==> config.mk <==
export PLATFORM = sky130hd
export DESIGN_NAME = databus_native_bridge
export DESIGN_NICKNAME = d
export VERILOG_FILES = /design/src/rtl/databus_native_bridge.sv
export SDC_FILE = /design/constraint.sdc
export NUM_CORES = 1
export LEC_CHECK = 0
export CAP_MARGIN = 20
export CORE_ASPECT_RATIO = 1.25
export CORE_MARGIN = 2
export CORE_UTILIZATION = 39
export DETAILED_ROUTE_END_ITERATION = 10
export GPL_ROUTABILITY_DRIVEN = 0
export GPL_TIMING_DRIVEN = 0
export PLACE_DENSITY = 0.75
export SYNTH_ARGS = -nofsm -noshare
export SYNTH_HDL_FRONTEND = slang
export SYNTH_SLANG_ARGS = --single-unit
==> constraint.sdc <==
create_clock -name clk -period 10.2 [get_ports clk]
set_input_delay 2.55 -clock clk [delete_from_list [all_inputs] [get_ports clk]]
set_output_delay 2.55 -clock clk [all_outputs]
set_load 0.02 [all_outputs]
==> src/rtl/databus_native_bridge.sv <==
`default_nettype none
// ============================================================================
// Module      : databus_native_bridge
// Description : Serves a burst databus port (valid/ready/addr/len/last) from
//               a single-word native memory port. A burst request is latched
//               and then one native access is issued per beat, with the byte
//               address stepping by one word each beat. Read beats are handed
//               to the unit through a one-entry holding register. Write beats
//               are forwarded from the unit to memory.
// Revision    : 1.0 - initial release
// ============================================================================
module databus_native_bridge #(
    parameter int DATA_W = 32,
    parameter int ADDR_W = 32,
    parameter int LEN_W  = 8
) (
    input  logic                clk,
    input  logic                rst,
    input  logic                s_valid,
    output logic                s_ready,
    input  logic [ADDR_W-1:0]   s_addr,
    input  logic [LEN_W-1:0]    s_len,
    input  logic [DATA_W/8-1:0] s_wstrb,
    input  logic [DATA_W-1:0]   s_wdata,
    output logic [DATA_W-1:0]   s_rdata,
    output logic                s_last,
    output logic                m_valid,
    output logic [ADDR_W-1:0]   m_addr,
    output logic [DATA_W/8-1:0] m_wstrb,
    output logic [DATA_W-1:0]   m_wdata,
    input  logic                m_ready,
    input  logic [DATA_W-1:0]   m_rdata,
    output logic                busy,
    output logic                done
);

    localparam int                c_STRB_W     = DATA_W / 8;
    localparam logic [ADDR_W-1:0] c_BEAT_BYTES = ADDR_W'(c_STRB_W);

    typedef enum logic [2:0] {
        S_IDLE  = 3'd0,
        S_RREQ  = 3'd1,
        S_RHOLD = 3'd2,
        S_WDATA = 3'd3,
        S_WREQ  = 3'd4
    } state_t;

    state_t                r_state;
    state_t                w_state_next;

    logic [ADDR_W-1:0]     r_base;
    logic [LEN_W-1:0]      r_len;
    logic [c_STRB_W-1:0]   r_wstrb;
    logic [LEN_W-1:0]      r_cnt;
    logic [DATA_W-1:0]     r_buf;
    logic [DATA_W-1:0]     r_wdata;
    logic                  r_done;

    logic                  w_last;
    logic                  w_start;
    logic                  w_rd_ack;
    logic                  w_rd_take;
    logic                  w_wr_take;
    logic                  w_wr_ack;
    logic                  w_beat_end;
    logic [ADDR_W-1:0]     w_offset;

    // Handshake events, all qualified by the registered state.
    assign w_last     = (r_cnt == r_len);
    assign w_start    = (r_state == S_IDLE)  && s_valid;
    assign w_rd_ack   = (r_state == S_RREQ)  && m_ready;
    assign w_rd_take  = (r_state == S_RHOLD) && s_valid;
    assign w_wr_take  = (r_state == S_WDATA) && s_valid;
    assign w_wr_ack   = (r_state == S_WREQ)  && m_ready;
    assign w_beat_end = w_rd_take || w_wr_ack;

    // Beat address wraps modulo 2^ADDR_W; unaligned base bits pass through.
    assign w_offset = ADDR_W'(r_cnt) * c_BEAT_BYTES;
    assign m_addr   = r_base + w_offset;
    assign m_wdata  = r_wdata;
    assign s_rdata  = r_buf;
    assign done     = r_done;

    // State register; reset drops back to IDLE immediately.
    always_ff @(posedge clk or posedge rst) begin
        if (rst) begin
            r_state <= S_IDLE;
        end else begin
            r_state <= w_state_next;
        end
    end

    // Next-state and state-decoded outputs (no path from m_ready to s_ready).
    always_comb begin
        w_state_next = r_state;
        s_ready      = 1'b0;
        s_last       = 1'b0;
        m_valid      = 1'b0;
        m_wstrb      = '0;
        busy         = 1'b1;
        case (r_state)
            S_IDLE: begin
                busy = 1'b0;
                if (s_valid) begin
                    w_state_next = (s_wstrb == '0) ? S_RREQ : S_WDATA;
                end
            end
            S_RREQ: begin
                m_valid = 1'b1;
                if (m_ready) begin
                    w_state_next = S_RHOLD;
                end
            end
            S_RHOLD: begin
                s_ready = 1'b1;
                s_last  = w_last;
                if (s_valid) begin
                    w_state_next = w_last ? S_IDLE : S_RREQ;
                end
            end
            S_WDATA: begin
                s_ready = 1'b1;
                s_last  = w_last;
                if (s_valid) begin
                    w_state_next = S_WREQ;
                end
            end
            S_WREQ: begin
                m_valid = 1'b1;
                m_wstrb = r_wstrb;
                if (m_ready) begin
                    w_state_next = w_last ? S_IDLE : S_WDATA;
                end
            end
            default: begin
                w_state_next = S_IDLE;
            end
        endcase
    end

    // Burst latches, beat counter, data holding registers and done pulse.
    always_ff @(posedge clk or posedge rst) begin
        if (rst) begin
            r_base  <= '0;
            r_len   <= '0;
            r_wstrb <= '0;
            r_cnt   <= '0;
            r_buf   <= '0;
            r_wdata <= '0;
            r_done  <= 1'b0;
        end else begin
            r_done <= w_beat_end && w_last;
            if (w_start) begin
                r_base  <= s_addr;
                r_len   <= s_len;
                r_wstrb <= s_wstrb;
                r_cnt   <= '0;
            end else if (w_beat_end && !w_last) begin
                r_cnt <= r_cnt + 1'b1;
            end
            if (w_rd_ack) begin
                r_buf <= m_rdata;
            end
            if (w_wr_take) begin
                r_wdata <= s_wdata;
            end
        end
    end

endmodule
`default_nettype wire

# [Yosys cells after proc, flatten, opt, wreduce, memory -nomap -nowiden]
# Cells that the tools add are included.
[word_totals] reg_bits=120 latch_bits=0 ram_bits=0 rom_bits=0 input_bits=112 output_inout_bits=105 word_cells=51 n_memories=0
[classes] add_sub_neg=2 multipliers=0 div_mod_pow=0 n_lt_le_gt_ge=0 eq_ne=10 n_shift=0 mux=16 bitwise_logic=0 reduce_logical=15
[op_table] operator="$add A32 B10 Y32" count=1
[op_table] operator="$mux W8" count=2
[op_table] operator="$mux W3" count=5
[op_table] operator="$pmux W3 S5" count=1
[op_table] operator="$ne A2 B2 Y1 const B" count=5
[op_table] operator="$add A8 B1 Y8 const B" count=1
[op_table] operator="$eq A8 B8 Y1" count=1
[op_table] operator="$logic_and A1 B1 Y1" count=7
[op_table] operator="$eq A3 B2 Y1 const B" count=2
[op_table] operator="$mux W1" count=5
[op_table] operator="$reduce_and A5 Y1" count=1
[op_table] operator="$logic_not A4 Y1" count=1
[op_table] operator="$mux W2" count=2
[op_table] operator="$mux W4" count=1
[op_table] operator="$reduce_or A2 Y1" count=2
[op_table] operator="$eq A3 B1 Y1 const B" count=1
[op_table] operator="$eq A3 B3 Y1 const B" count=1
[op_table] operator="$logic_not A3 Y1" count=1
[op_table] operator="$reduce_bool A2 Y1" count=1
[op_table] operator="$logic_not A1 Y1" count=1
[op_table] operator="$logic_or A1 B1 Y1" count=1

# [Longest topological paths before layout]
# Gate-level depths: netlist of the first run.
[depth] depth_word=6 mapped_depth=9 ltp_nobuf=8

# [Worst setup path before layout of the first run]
# OpenSTA, ideal clock, no wires.
[synth_timing] path_type="flip-flop to output port" startpoint="reg r_cnt[0]" endpoint="out m_addr[28]" arrival_time_ns=2.440 t_required_ns=7.650 slack_ns=5.210 path_stages_with_launch=10 n_path_buf=1 path_cell_list="dfrtp_1 ha_1 inv_1 fa_1 nand2b_1 a21oi_1 o311ai_1 buf_6 a2111oi_2 xor2_1"
[synth_between] elab_chain_cells=1
[synth_lines] element="start: declaration" line_no="54" text="logic [LEN_W-1:0] r_cnt;"
[synth_lines] element="start signal: assignment" line_no="159" text="r_cnt <= r_cnt + 1'b1;"
[synth_lines] element="$add A32 B10 Y32" line_no="79" text="assign m_addr = r_base + w_offset;"
[synth_lines] element="end: declaration" line_no="28" text="output logic [ADDR_W-1:0] m_addr,"
# Every way passes these cells.

# [Final worst setup path of the first run]
# Same ends and word-level chain as after synthesis.

==> flow_summary.json, run 1 <==
{
  "post_cts_resized": 0,
  "num_vias": 4822,
  "grt_max_degree": 87,
  "vdd_drop_max_uv": 194,
  "placed_area_sq_um": 8220,
  "cts_tree": "yes",
  "fillers": 1203,
  "drv_slew": 0,
  "critPathRequiredTime_ns": 7.65,
  "netlist_instances": 532,
  "tns_ns": 0,
  "whs_ns": 0.471,
  "fin_area_sq_um": 8770,
  "netlist_area_sq_um": 5810,
  "finalSetupViolCount": 0,
  "routed_wl_um": 16100,
  "num_rows": 49,
  "die_width_um": 113,
  "drtAntennaViolNets": 0,
  "drive_above_1_share_pct": 16.1,
  "worst_pin_slew_ns": 0.658,
  "wl_per_cell_um": 16.8,
  "finalCritPeriodShare_pct": 60.3,
  "start_kind": "flip-flop",
  "antennaDiodeCount": 0,
  "cp_max_fo": 10,
  "postLayoutCoreUtil_pct": 60.6,
  "synthFlopType": "dfrtp_1",
  "yosysUniqueCellTypes": 55,
  "status": "finished, violations left",
  "synth-edff-count": 0,
  "path_clk_slew_ns": 0.05,
  "max_freq_mhz": 163,
  "io_pins": 217,
  "cts_setup_buffers": 0,
  "insertion_delay_ns": 0.42,
  "skew_ns": 0.00799,
  "ys_seq_area_share_pct": 51.7,
  "clock-sinks": 120,
  "crit_path_end_kind": "primary output",
  "r2r_start": "r_state[0]",
  "grt_overflow_total": 0,
  "min_period_ns": 6.15,
  "r2r-end": "r_base[15]",
  "synthArstFlopShare_pct": 100,
  "powerDensity_nw_per_um2": 308,
  "drc": 5,
  "min_path_cells": 2,
  "yosysWarnings": 0,
  "antenna_found_initial": 0,
  "p_leak_nw": 3.86,
  "grt_pass1_vias": 5423,
  "grt_first_pass_wirelength_um": 26400,
  "track_usage_pct": 21.1,
  "start_util_pct": 40.1,
  "crit_type": "reg -> out",
  "violations": "DRC",
  "worstPathArrival_ns": 3.60,
  "rrSetupSlack_ns": 8.19,
  "htreeDepth": 4,
  "fp.dieH_um": 140,
  "place_ws_ns": 4.44,
  "syn_to_final_growth_pct": 51.1,
  "port_buffers": 216,
  "first_iter_violations": 246,
  "syn_nets": 654,
  "rsz0062_at_grt": "no",
  "hold_path_startpoint": "r_wstrb[3]",
  "holdPathEnd": "r_wstrb[3]",
  "hpwl_um": 12300,
  "power_mw": 2.70,
  "core-area_sq_um": 14500,
  "ys_ff_latch": 120,
  "hp-class": "reg -> reg",
  "fin_ws_ns": 4.05,
  "routed_via_density": 5.03,
  "synth_area_per_cell_sq_um": 10.9,
  "die-area_sq_um": 15900,
  "first_pass_iters": 7,
  "clk_path_buf_depth": 2,
  "nets": 890,
  "relSlewSlack_pct": 56.1,
  "cts_made_buffers": 17,
  "hold_viol_final": 0,
  "drv_cap": 0,
  "dp.cells": 927,
  "cts-hold-fix-buffers": 0,
  "clockRootBuffer": "clkbuf_16",
  "final_cells": 959,
  "r2r_cells": 6
}
## placed cells by master (no fill, tap or decap), types with 3 or more instances in the layout
master	count
clkdlybuf4s50_1	216
nand2_1	147
dfrtp_1	120
mux2_2	49
xor2_1	23
buf_2	18
clkbuf_16	17
mux2_1	15
xnor2_1	14
a21oi_1	13
nor2_1	11
nand3_1	10
inv_1	9
ha_1	9
and3_1	8
a2111oi_2	8
o21ai_0	7
clkbuf_1	6
a211oi_1	6
nor3_1	5
nand2b_1	5
nand4_1	4
mux2i_1	4
clkinvlp_4	4
buf_4	3
clkinv_2	3
clkinv_4	3
## Yosys cell counts, drive strengths merged (4+ instances only)
library cell,number,share of area (%)
a2111oi,9,2.5
a211oi,6,0.78
a21oi,15,1.6
and3,9,0.99
buf,23,2.3
dfrtp,120,52
ha,9,1.9
inv,10,0.65
mux2,64,12
mux2i,4,0.69
nand2,147,9.5
nand2b,5,0.54
nand3,12,1.3
nand4,5,0.65
nor2,12,0.82
nor3,5,0.43
o21ai,7,0.60
xnor2,14,2.1
xor2,23,3.5
## per-layer routing
layer / routed length (um) / track usage, % / up-vias
li1: - / - / 2278
met1: 5860 / 22.3 / 2359
met2: 8640 / 37.8 / 164
met3: 1290 / 8.35 / 21
met4: 286 / 7.51 / 0
met5: 0 / 0 / -
## flip-flops by register name (all words and copies together), names as in the netlist
signal and cells:
m_wdata 32, done 1, r_wstrb 4, r_cnt 8, s_rdata 32, r_len 8
r_state 3, r_base 32
## worst max-delay path by stage
stage	cells after the start	from	endpoint
3_3_place_gp	2	rst	r_base[26]
5_1_grt	10	r_cnt[0]	m_addr[28]
4_1_cts	10	r_cnt[0]	m_addr[28]
6_report	10	r_cnt[0]	m_addr[28]
3_5_place_dp	10	r_cnt[0]	m_addr[28]
2_1_floorplan	1	rst	done
## critical path: stages, from the launching register on
cell	delay, ns
dfrtp_1	0.46
ha_1	0.24
inv_1	0.07
fa_1	0.42
nand2b_1	0.19
a21oi_1	0.23
o311ai_1	0.17
buf_6	0.20
a2111oi_2	0.41
xor2_1	0.18
clkdlybuf4s50_1	0.62
## cells by family after synthesis
kind of cell,synth area share [%]
and+or+nand+nor,16.2
xor gates and xnor gates,5.58
DFF,51.7
muxes,13.1
AOI/OAI and AO/OA,7.95
adders and majority gates,2.28
buffers and inverters,3.17
## power breakdown
part	internal (mW)	switching [mW]
sequential	0.700	0.157
combinational	0.641	0.649
clock	0.340	0.213
## final cells by class
| cell class | count | area, sq um | share of cell area (%) |
|---|---|---|---|
| Inverter | 10 | 42.5 | 0.485 |
| Multi-Input combinational cell | 376 | 2620 | 29.8 |
| Clock inverter | 11 | 101 | 1.15 |
| Timing Repair Buffer | 217 | 2190 | 25.0 |
| Clock buffer | 21 | 450 | 5.13 |
| Buffer | 26 | 146 | 1.67 |
| Tap cell | 178 | 223 | 2.54 |
| Sequential cell | 120 | 3000 | 34.2 |
No activity file was read; power rests on OpenSTA's default activity.
==> run 2, diff against run 1 <==
==> constraint.sdc (replaced) <==
create_clock -name clk -period 5.89 [get_ports clk]
set_input_delay 1.4725 -clock clk [delete_from_list [all_inputs] [get_ports clk]]
set_output_delay 1.4725 -clock clk [all_outputs]
set_load 0.02 [all_outputs]
==> results of run 2 <==
Same layout as run 1 (identical final DEF). Status: finished, violations left: DRC.
Main changes from that run: setup slack after placement 4.44 ns -> 1.21 ns; setup slack after layout 4.05 ns -> 0.815 ns; register-to-register setup slack 8.19 ns -> 3.88 ns; total power 2.70 mW -> 4.68 mW; worst IR drop on VDD 194 uV -> 335 uV
==> patch 1, RTL diff (flow settings as in run 2) <==
The 5 states of `state_t` get a Gray code encoding in 3 bits.
--- a/src/rtl/databus_native_bridge.sv
+++ b/src/rtl/databus_native_bridge.sv
@@ -38,11 +38,11 @@
     localparam logic [ADDR_W-1:0] c_BEAT_BYTES = ADDR_W'(c_STRB_W);
 
     typedef enum logic [2:0] {
-        S_IDLE  = 3'd0,
-        S_RREQ  = 3'd1,
-        S_RHOLD = 3'd2,
-        S_WDATA = 3'd3,
-        S_WREQ  = 3'd4
+        S_IDLE  = 3'b000,
+        S_RREQ  = 3'b001,
+        S_RHOLD = 3'b011,
+        S_WDATA = 3'b010,
+        S_WREQ  = 3'b110
     } state_t;
 
     state_t                r_state;
Formal check against the unedited RTL: same outputs for any inputs over 4 cycles, from zero or initial values and one cycle with rst high; so few cycles prove little.
==> patch 1 against run 2 <==
Sequential power barely moved. Non-clock buffer count is 4 lower. Sequential cell count is the same. Via count shrank 2.3%. Worst setup slack improved by 50 ps. Register-to-register slack is essentially flat. Cell area fell by 0.78%. Area after synthesis shrank 2.8%. Die area shrank 2.7%. Hold slack worse by 2.0 ps. Largest cell class unchanged. Total power increased by 5.1%. Wire length shrank 3.4%.
==> patch 1: results <==
logic_synthesis:
  ys_seq_area_share_pct: 53.2
  synth_area_leaders: "dfrtp_1 (53%), mux2_2 (13%), nand2_1 (9.9%)"
  muxShareOfSynthArea_pct: 13.5
  synth_nets: 647
  synthCells: 525
  synth_cell_types: 48
  yosys-top-cells-count: "nand2_1 (149), dfrtp_1 (120), mux2_2 (63)"
global_routing:
  grt_pass1_vias: 5208
timing:
  timing.hold.ws_ps: 469
  max_slew_margin_pct: 48.5
power_and_ir_drop:
  max-vdd-ir-drop_mv: 0.402
  switchingPower_mw: 1.77
  combPwrFrac_pct: 46.7
  switching_share_pct: 36.0
place:
  dp_cells: 920
  placed_cell_area_mm2: 0.00806
  dp_slack_ps: 1320
drt:
  drt_wl_total_um: 15500
  drt_first_pass_iters: 4
  via_per_inst: 4.96
  drtIter0Drc: 200
worst_setup_path:
  path_max_fanout: 6
  rrSetupSlack_ps: 3890
  setup.worst_path.end: "m_addr[22]"
outcome:
  outcome: "complete, no violations"
layout:
  nets: 883
[patch 1: final cells by class]
| type | instances | area, um^2 | area share, % |
|---|---|---|---|
| well taps | 178 | 223 | 2.56 |
| multi-input cells | 373 | 2490 | 28.7 |
| inverters | 10 | 42.5 | 0.489 |
| clock buffers | 22 | 474 | 5.45 |
| repair buffers | 217 | 2190 | 25.2 |
| clock inverters | 8 | 169 | 1.94 |
| plain buffers | 22 | 110 | 1.26 |
| flip-flops and latches | 120 | 3000 | 34.5 |
[patch 1: layer usage]
layer  share of wire, %  vias to the layer above  GRT usage, %  routed length (um)
met5                  0                        -             0                   0
met4                2.1                        0          7.67                 331
met3                7.2                       26          7.28                1120
met2                 53                      186          37.6                8240
met1                 38                     2259          21.7                5830
li1                   -                     2239             -                   -
[patch 1: critical path: stages (launching register included)]
cell and delay [ps]:
dfrtp_1 470, ha_1 250, inv_1 60, fa_1 400, nand2b_1 180, a21oi_1 270
o21ai_0 320, nor3_1 330, xor2_1 210, clkdlybuf4s50_1 650
==> patch 2, RTL diff (config.mk and constraints of run 2) <==
Made on the original files. Set the parameter `LEN_W` to 32 (it was 8).
--- a/src/rtl/databus_native_bridge.sv
+++ b/src/rtl/databus_native_bridge.sv
@@ -12,7 +12,7 @@
 module databus_native_bridge #(
     parameter int DATA_W = 32,
     parameter int ADDR_W = 32,
-    parameter int LEN_W  = 8
+    parameter int LEN_W  = 32
 ) (
     input  logic                clk,
     input  logic                rst,
Interface: changed (resized s_len); port bits go from 217 to 241. No check against the original RTL was run, so the function may have changed too.
==> patch 2 against run 2 <==
The flow still finishes with violations (DRC). Wire length increased by 67%. Total power is 26% higher. Via count is 67% higher. Worst setup slack got worse by 260 ps. Sequential cell count up 48. Area after synthesis up 56%. Cell area up 43%. Critical endpoint is now m_addr[26]. Highest routed layer unchanged.
==> patch 2: results <==
layout:
  fill_cells: 1992
  nets: 1375
  drive_gt1_share_pct: 9.91
global_routing:
  grt_pass1_wl_um: 42500
  grt_pass1_vias: 8086
  grt_max_degree: 38
worst_setup_path:
  reg2reg_depth: 8
  r2r_end: "r_cnt[6]$_DFFE_PP0P_"
  rrSetupSlack_ps: 3080
  rr_startpoint: "r_cnt[10]$_DFFE_PP0P_"
  crit_path_start: "r_cnt[7]$_DFFE_PP0P_"
  path_max_fanout: 6
power_and_ir_drop:
  p_leak_nw: 5.79
  max-vdd-ir-drop_mv: 0.407
logic_synthesis:
  synth_area_leaders: "dfrtp_1 (47%), nand2_1 (10%), mux2_2 (8.0%)"
  synth_cell_types: 64
  yosys-top-cells-count: "nand2_1 (250), dfrtp_1 (168), mux2_2 (64)"
  synth_nets: 1112
  synthCells: 945
  ys_seq_area_share_pct: 46.5
outcome:
  outcome: "finished with violations"
  failed_checks: "DRC"
drt:
  drt_first_pass_iters: 8
  drt_wl_total_um: 26800
  drtIter0Drc: 372
  via_count: 8030
  drc_errors: 8
timing:
  fin_worst_skew_ps: 10.7
  max_slew_margin_pct: 27.2
place:
  dp_slack_ps: 1070
  place.detailed.hpwl_um: 21400
  placed_cell_area_mm2: 0.0119
hold_path:
  hold_end: "r_base[2]$_DFFE_PP0P_"
  holdCritStartpoint: "r_base[2]$_DFFE_PP0P_"
clock_tree:
  worst_setup_hold_path_clk_slew_ps: 70
## patch 2: worst max-delay path, cell delays in order, from the launching register on
cell             delay [ps]
dfrtp_1                 480
ha_1                    370
nand2_1                 150
or4b_2                  650
o2111ai_1               390
nand3_1                 240
a221oi_2                340
xnor2_1                 160
clkdlybuf4s50_1         630
## patch 2: logic make-up (layout without fill, tap and decap cells)
| logic type | after synthesis | count (layout) | synth area share [%] |
|---|---|---|---|
| AND/OR/NAND/NOR | 388 | 388 | 19.1 |
| flip-flops | 168 | 168 | 46.5 |
| AO/OA/AOI/OAI | 157 | 157 | 12.0 |
| multiplexers | 75 | 75 | 9.20 |
| buffers and inverters | 69 | 345 | 3.27 |
| XOR/XNOR | 57 | 57 | 5.53 |
| adder cells (fa/ha/maj) | 31 | 31 | 4.38 |
## patch 2: stage by stage
stage | power, mW | hold WS (ps) | utilization, %
6_report | 5.89 | 483 | 54.6
5_1_grt | 6.23 | 508 | 54.6
4_1_cts | 5.92 | 493 | 54.6
3_5_place_dp | 4.72 | 467 | 52.0
3_3_place_gp | 4.65 | 463 | 51.5
2_1_floorplan | 3.48 | 437 | -
## patch 2: layer usage
layer / part of all wire, % / vias to the layer above / global-route usage, %
li1: - / 3840 / -
met1: 38 / 3817 / 24.6
met2: 51 / 318 / 39.5
met3: 8.5 / 55 / 7.27
met4: 3.2 / 0 / 8.59
met5: 0 / - / 0
## patch 2: power breakdown
group | internal [mW] | switching (mW)
combinational | 1.31 | 1.49
sequential | 1.61 | 0.292
clock | 0.680 | 0.497
total | 3.61 | 2.28
## patch 2: final cells by class
cell class | instances | area [um^2] | share of cell area [%]
multi-input combinational | 708 | 4540 | 36.3
sequential | 168 | 4200 | 33.6
timing repair buffer | 244 | 2490 | 19.9
clock buffer | 18 | 429 | 3.43
tap | 288 | 360 | 2.88
buffer | 47 | 213 | 1.70
clock inverter | 14 | 185 | 1.48
inverter | 22 | 86.3 | 0.690
## patch 2: how the worst max path moves through the flow
stage	to	slack (ps)	cells past startpoint
2_1_floorplan	m_addr[26]	1930	7
3_3_place_gp	r_base[21]$_DFFE_PP0P_	860	2
3_5_place_dp	m_addr[26]	1070	8
4_1_cts	m_addr[26]	600	8
5_1_grt	m_addr[26]	390	8
6_report	m_addr[26]	560	8
